`config.mk`:
```
export PLATFORM = sky130hd
export DESIGN_NAME = uart_tx
export DESIGN_NICKNAME = d
export VERILOG_FILES = /design/src/rtl/uart_pkg.sv /design/src/rtl/uart_baud_gen.sv /design/src/rtl/uart_tx.sv
export SDC_FILE = /design/constraint.sdc
export NUM_CORES = 1
export LEC_CHECK = 0
export ABC_AREA = 1
export CAP_MARGIN = 20
export CORE_MARGIN = 4
export CORE_UTILIZATION = 40
export DETAILED_ROUTE_END_ITERATION = 7
export SLEW_MARGIN = 20
export SYNTH_ARGS = -nofsm -noshare
export SYNTH_HDL_FRONTEND = slang
export SYNTH_HIERARCHICAL = 1
export SYNTH_SLANG_ARGS = --single-unit
```
`constraint.sdc`:
```
create_clock -name clk -period 6.33 [get_ports clk]
set_input_delay 1.266 -clock clk [delete_from_list [all_inputs] [get_ports clk]]
set_output_delay 1.266 -clock clk [all_outputs]
set_load 0.05 [all_outputs]
```
`src/rtl/uart_pkg.sv`:
```
// Shared UART definitions: parity encodings, FSM states and the baud divisor.
package uart_pkg;

    localparam int PARITY_NONE = 0;
    localparam int PARITY_ODD  = 1;
    localparam int PARITY_EVEN = 2;

    typedef enum logic [2:0] {
        S_IDLE,
        S_START,
        S_DATA,
        S_PARITY,
        S_STOP
    } uart_state_t;

    // Clock cycles per bit, truncated; shared with the receiver side.
    function automatic int baud_tick(input int clock_freq, input int baud_rate);
        return clock_freq / baud_rate;
    endfunction

endpackage

```
`src/rtl/uart_baud_gen.sv`:
```
// Bit-period counter: counts 0..BAUD_TICK-1 and flags the last cycle of a bit.
module uart_baud_gen #(
    parameter int BAUD_TICK = 16
) (
    input  logic clk,
    input  logic rst_n,
    input  logic clear,
    output logic tick
);

    localparam logic [15:0] TICK_MAX = 16'(BAUD_TICK - 1);

    logic [15:0] cnt;

    assign tick = (cnt == TICK_MAX);

    // Wrap at the end of every bit; held at zero while cleared.
    always_ff @(posedge clk or negedge rst_n) begin
        if (!rst_n) begin
            cnt <= 16'd0;
        end else if (clear || tick) begin
            cnt <= 16'd0;
        end else begin
            cnt <= cnt + 16'd1;
        end
    end

endmodule

```
`src/rtl/uart_tx.sv`:
```
// UART transmitter: valid/ready byte input, LSB-first serial frame on tx.
module uart_tx
    import uart_pkg::*;
#(
    parameter int CLOCK_FREQ = 50000000,
    parameter int BAUD_RATE  = 115200,
    parameter int BAUD_TICK  = baud_tick(CLOCK_FREQ, BAUD_RATE),
    parameter int PARITY     = PARITY_NONE,
    parameter int STOP_BITS  = 1
) (
    input  logic       clk,
    input  logic       rst_n,
    input  logic [7:0] tx_data,
    input  logic       tx_valid,
    output logic       tx_ready,
    output logic       tx,
    output logic       tx_busy,
    output logic       tx_done
);

    localparam logic       HAS_PARITY    = (PARITY == PARITY_ODD) || (PARITY == PARITY_EVEN);
    localparam logic [2:0] LAST_STOP_IDX = 3'(STOP_BITS - 1);

    uart_state_t state;
    uart_state_t state_nxt;
    logic [7:0]  shift_q;
    logic        par_q;
    logic [2:0]  bit_idx;
    logic        tick;
    logic        last_stop;
    logic        accept;
    logic        line_nxt;

    // Parity over the whole byte, computed once at accept since shifting destroys it.
    function automatic logic parity_bit(input logic [7:0] data);
        return (^data) ^ (PARITY == PARITY_ODD);
    endfunction

    uart_baud_gen #(
        .BAUD_TICK(BAUD_TICK)
    ) u_baud (
        .clk  (clk),
        .rst_n(rst_n),
        .clear(state == S_IDLE),
        .tick (tick)
    );

    // The final stop-bit cycle counts as idle so a new byte can follow with no gap.
    assign last_stop = (state == S_STOP) && (bit_idx == LAST_STOP_IDX) && tick;
    assign tx_ready  = (state == S_IDLE) || last_stop;
    assign tx_busy   = (state != S_IDLE) && !last_stop;
    assign tx_done   = last_stop;
    assign accept    = tx_valid && tx_ready;

    // Next state and line level of the current state.
    always_comb begin
        state_nxt = state;
        line_nxt  = 1'b1;
        case (state)
            S_IDLE: begin
                if (accept) state_nxt = S_START;
            end
            S_START: begin
                line_nxt = 1'b0;
                if (tick) state_nxt = S_DATA;
            end
            S_DATA: begin
                line_nxt = shift_q[0];
                if (tick && (bit_idx == 3'd7)) state_nxt = HAS_PARITY ? S_PARITY : S_STOP;
            end
            S_PARITY: begin
                line_nxt = par_q;
                if (tick) state_nxt = S_STOP;
            end
            S_STOP: begin
                if (last_stop) state_nxt = accept ? S_START : S_IDLE;
            end
            default: state_nxt = S_IDLE;
        endcase
    end

    // State register.
    always_ff @(posedge clk or negedge rst_n) begin
        if (!rst_n) state <= S_IDLE;
        else        state <= state_nxt;
    end

    // Bit index within DATA and STOP; restarts whenever the state changes.
    always_ff @(posedge clk or negedge rst_n) begin
        if (!rst_n) begin
            bit_idx <= 3'd0;
        end else if (state_nxt != state) begin
            bit_idx <= 3'd0;
        end else if (tick && ((state == S_DATA) || (state == S_STOP))) begin
            bit_idx <= bit_idx + 3'd1;
        end
    end

    // Byte and parity capture on accept, right shift at each data-bit boundary.
    always_ff @(posedge clk) begin
        if (accept) begin
            shift_q <= tx_data;
            par_q   <= parity_bit(tx_data);
        end else if ((state == S_DATA) && tick) begin
            shift_q <= {1'b0, shift_q[7:1]};
        end
    end

    // Registered serial line, forced high by reset.
    always_ff @(posedge clk or negedge rst_n) begin
        if (!rst_n) tx <= 1'b1;
        else        tx <= line_nxt;
    end

endmodule

```
==> metrics <==
status finished, final reports clean; critical path arrival 2.99 ns; cell depth of the worst min-delay path 2; number of cells in the design after placement 317; final count of negative-setup-slack endpoints 0; number of maximum-capacitance constraint violations 0; number of flops mapped to enable cells by yosys 9; summed instance area of the synthesized netlist 0.00194 sq mm; most numerous cell types in the synthesized netlist nand2_1, inv_1, nor2_1; DRT Wirelength 3490 microns; portion of synthesized cell area occupied by the leading cell type 28.3%; clock sinks 32; cell count after synthesis 237; total via count after detailed routing 1479; Starting Density 41.1%; transition time at the pin with the least slew margin 0.706 ns; Die Y-Extent 77.7 microns; clock buffer depth 2; count of nets after finishing 273; synthesized net count 253; clock root buffer master clkbuf_8; core box area 0.00472 sq mm; sequential area share after synthesis 43.6%; most frequent cell after synthesis nand2_1; wire length of the first global-routing pass 6400 microns; Distinct cells, synth 28; maximum fanout encountered on the critical timing path 7; number of H-tree levels 2; via count of the first global-routing pass 1509; CTS Hold Buffers Added 0; share of synthesized flip-flops with an asynchronous set or reset 71.9%; fill cell count 486; peak supply drop 99.2 uV; DR pass1 iterations 4; floorplan row count 25; worst slew margin relative to its limit 52.6%; worst setup path class reg -> out; Final Hold Viols 0; Post-Layout Cell Count 325; clock input transition at the sequential cells of the worst setup and hold paths 0.07 ns; setup repair after global routing missed its margin no; maximum clock frequency 235 MHz; primary flip-flop cell chosen by synthesis mapping dfrtp_1; CTS tree done; final clock period utilization by the worst path 67.2%; CP Data Required Time 5.06 ns; static leakage power 0.000918 uW; worst hold-check path type reg -> reg; dominant cell type by area after synthesis dfrtp_1; final global-route overflow total 0; register bit count reported by yosys 32; detailed placer's ending HPWL 2620 microns; cell area after placement 0.00214 sq mm; I/O pin total 15; kind of launch point of the worst setup path flop; setup TNS after final layout 0 ns; wire per inst 10.7 microns; number of warning messages in the yosys log 6; Post-CTS Repair Setup Buffers 0; pins over their slew limit 0; top post-synthesis cells by area dfrtp_1, edfxtp_1, nand2_1; post-route cell area 0.00225 sq mm; worst-case clock skew 0.00986 ns; final critical delay including setup and external delays 4.26 ns; gp weighted congestion 0.870; global-route usage over all layers 13.1%; per-cell via count in the routed design 4.55; Final ANT Viol Nets 0; worst r2r path cells 9; mean area per synthesized cell 8.20 sq um; Antenna Cells 0; critical path capture point type output port; layout cell share with drive strength beyond 1 19.4%; cell area power density 189 mW/mm^2; chip width 77.7 microns; number of antenna violations at the first check in global routing 0; largest net degree at the start of global routing 24; count of routing violations after the opening detailed-route iteration 48; die outline area 0.00604 sq mm; growth of design area from synthesis to finish 15.8%; clock latency on the worst-skew pair 0.28 ns; IO Port Bufs 14; TritonCTS buffer count 5; number of remaining DRC errors 0; Resize count post-CTS 0
-- path summary, 6_finish.rpt --
check                      slack, ns                   end               startpoint
setup / recovery                2.07              tx_ready  u_baud/cnt[1]$_DFF_PN0_
hold / removal                  0.48          tx$_DFF_PN1_     shift_q[0]$_DFFE_PP_
setup reg to reg                3.61  shift_q[1]$_DFFE_PP_  u_baud/cnt[1]$_DFF_PN0_
hold reg to reg                 0.48          tx$_DFF_PN1_     shift_q[0]$_DFFE_PP_
max in group asynchronous       5.01          tx$_DFF_PN1_                    rst_n
min in group asynchronous       0.95    state[1]$_DFF_PN0_                    rst_n
-- critical path, cell delays in order, from the launching register on --
cell,delay [ns]
dfrtp_1,0.41
inv_1,0.10
ha_1,0.17
nand4_1,0.11
nor3_1,0.60
nand3_1,0.26
a21oi_2,0.24
clkdlybuf4s50_1,0.83
-- metal layers --
metal | share of wire (%) | global-route usage, % | vias to the layer above
li1 | - | - | 776
met1 | 47 | 16.5 | 676
met2 | 48 | 21.1 | 23
met3 | 3.5 | 3.36 | 4
met4 | 1.3 | 5.34 | 0
met5 | 0 | 0 | -
-- flip-flops by register name, indices dropped and copies added, names as in the netlist --
| register | count |
|---|---|
| shift_q | 8 |
| u_baud/cnt | 16 |
| par_q | 1 |
| state | 3 |
| bit_idx | 3 |
| tx | 1 |
-- power by group --
| group | total, uW | internal, uW | leakage [uW] | switching, uW |
|---|---|---|---|---|
| clock network | 195 | 116 | 0.0000541 | 78.2 |
| logic | 17.3 | 9.83 | 0.000511 | 7.49 |
| registers | 212 | 212 | 0.000353 | 0 |
-- kinds of logic after synthesis --
kind of cell	count (synthesis)	synth area share, %
and+or+nand+nor	139	34.6
buffers and inverters	34	7.92
DFF	32	43.6
xor gates and xnor gates	16	7.21
AOI/OAI and AO/OA	11	3.41
adders and majority gates	5	3.22
-- through the flow --
step | worst slack, ns | util, % | hold slack [ns] | power, uW
after floorplan | 2.64 | - | 0.447 | 224
after global placement | 2.46 | 45.4 | 0.476 | 235
after detailed placement | 2.41 | 45.4 | 0.467 | 235
after CTS | 2.08 | 47.7 | 0.487 | 433
after global routing | 1.87 | 47.6 | 0.539 | 442
final | 2.07 | 47.6 | 0.482 | 424
-- layout by cell type, fill, tap and decap left out, types with 8 or more instances in the layout --
| cell type | count |
|---|---|
| clkdlybuf4s50_1 | 13 |
| dfrtp_1 | 22 |
| edfxtp_1 | 9 |
| inv_1 | 26 |
| nand2_1 | 61 |
| nand3_1 | 12 |
| nand4_1 | 8 |
| nor2_1 | 26 |
| nor2_2 | 16 |
| xnor2_1 | 9 |
-- final cells by class --
cell class | instances | area (sq um) | area share (%)
clock buffer | 5 | 68.8 | 3.06
clock inverter | 3 | 42.5 | 1.89
inverter | 32 | 123 | 5.45
tap | 67 | 83.8 | 3.73
sequential | 32 | 847 | 37.7
timing repair buffer | 15 | 143 | 6.34
multi-input combinational | 171 | 942 | 41.9
(Power assumes the default switching activity.)
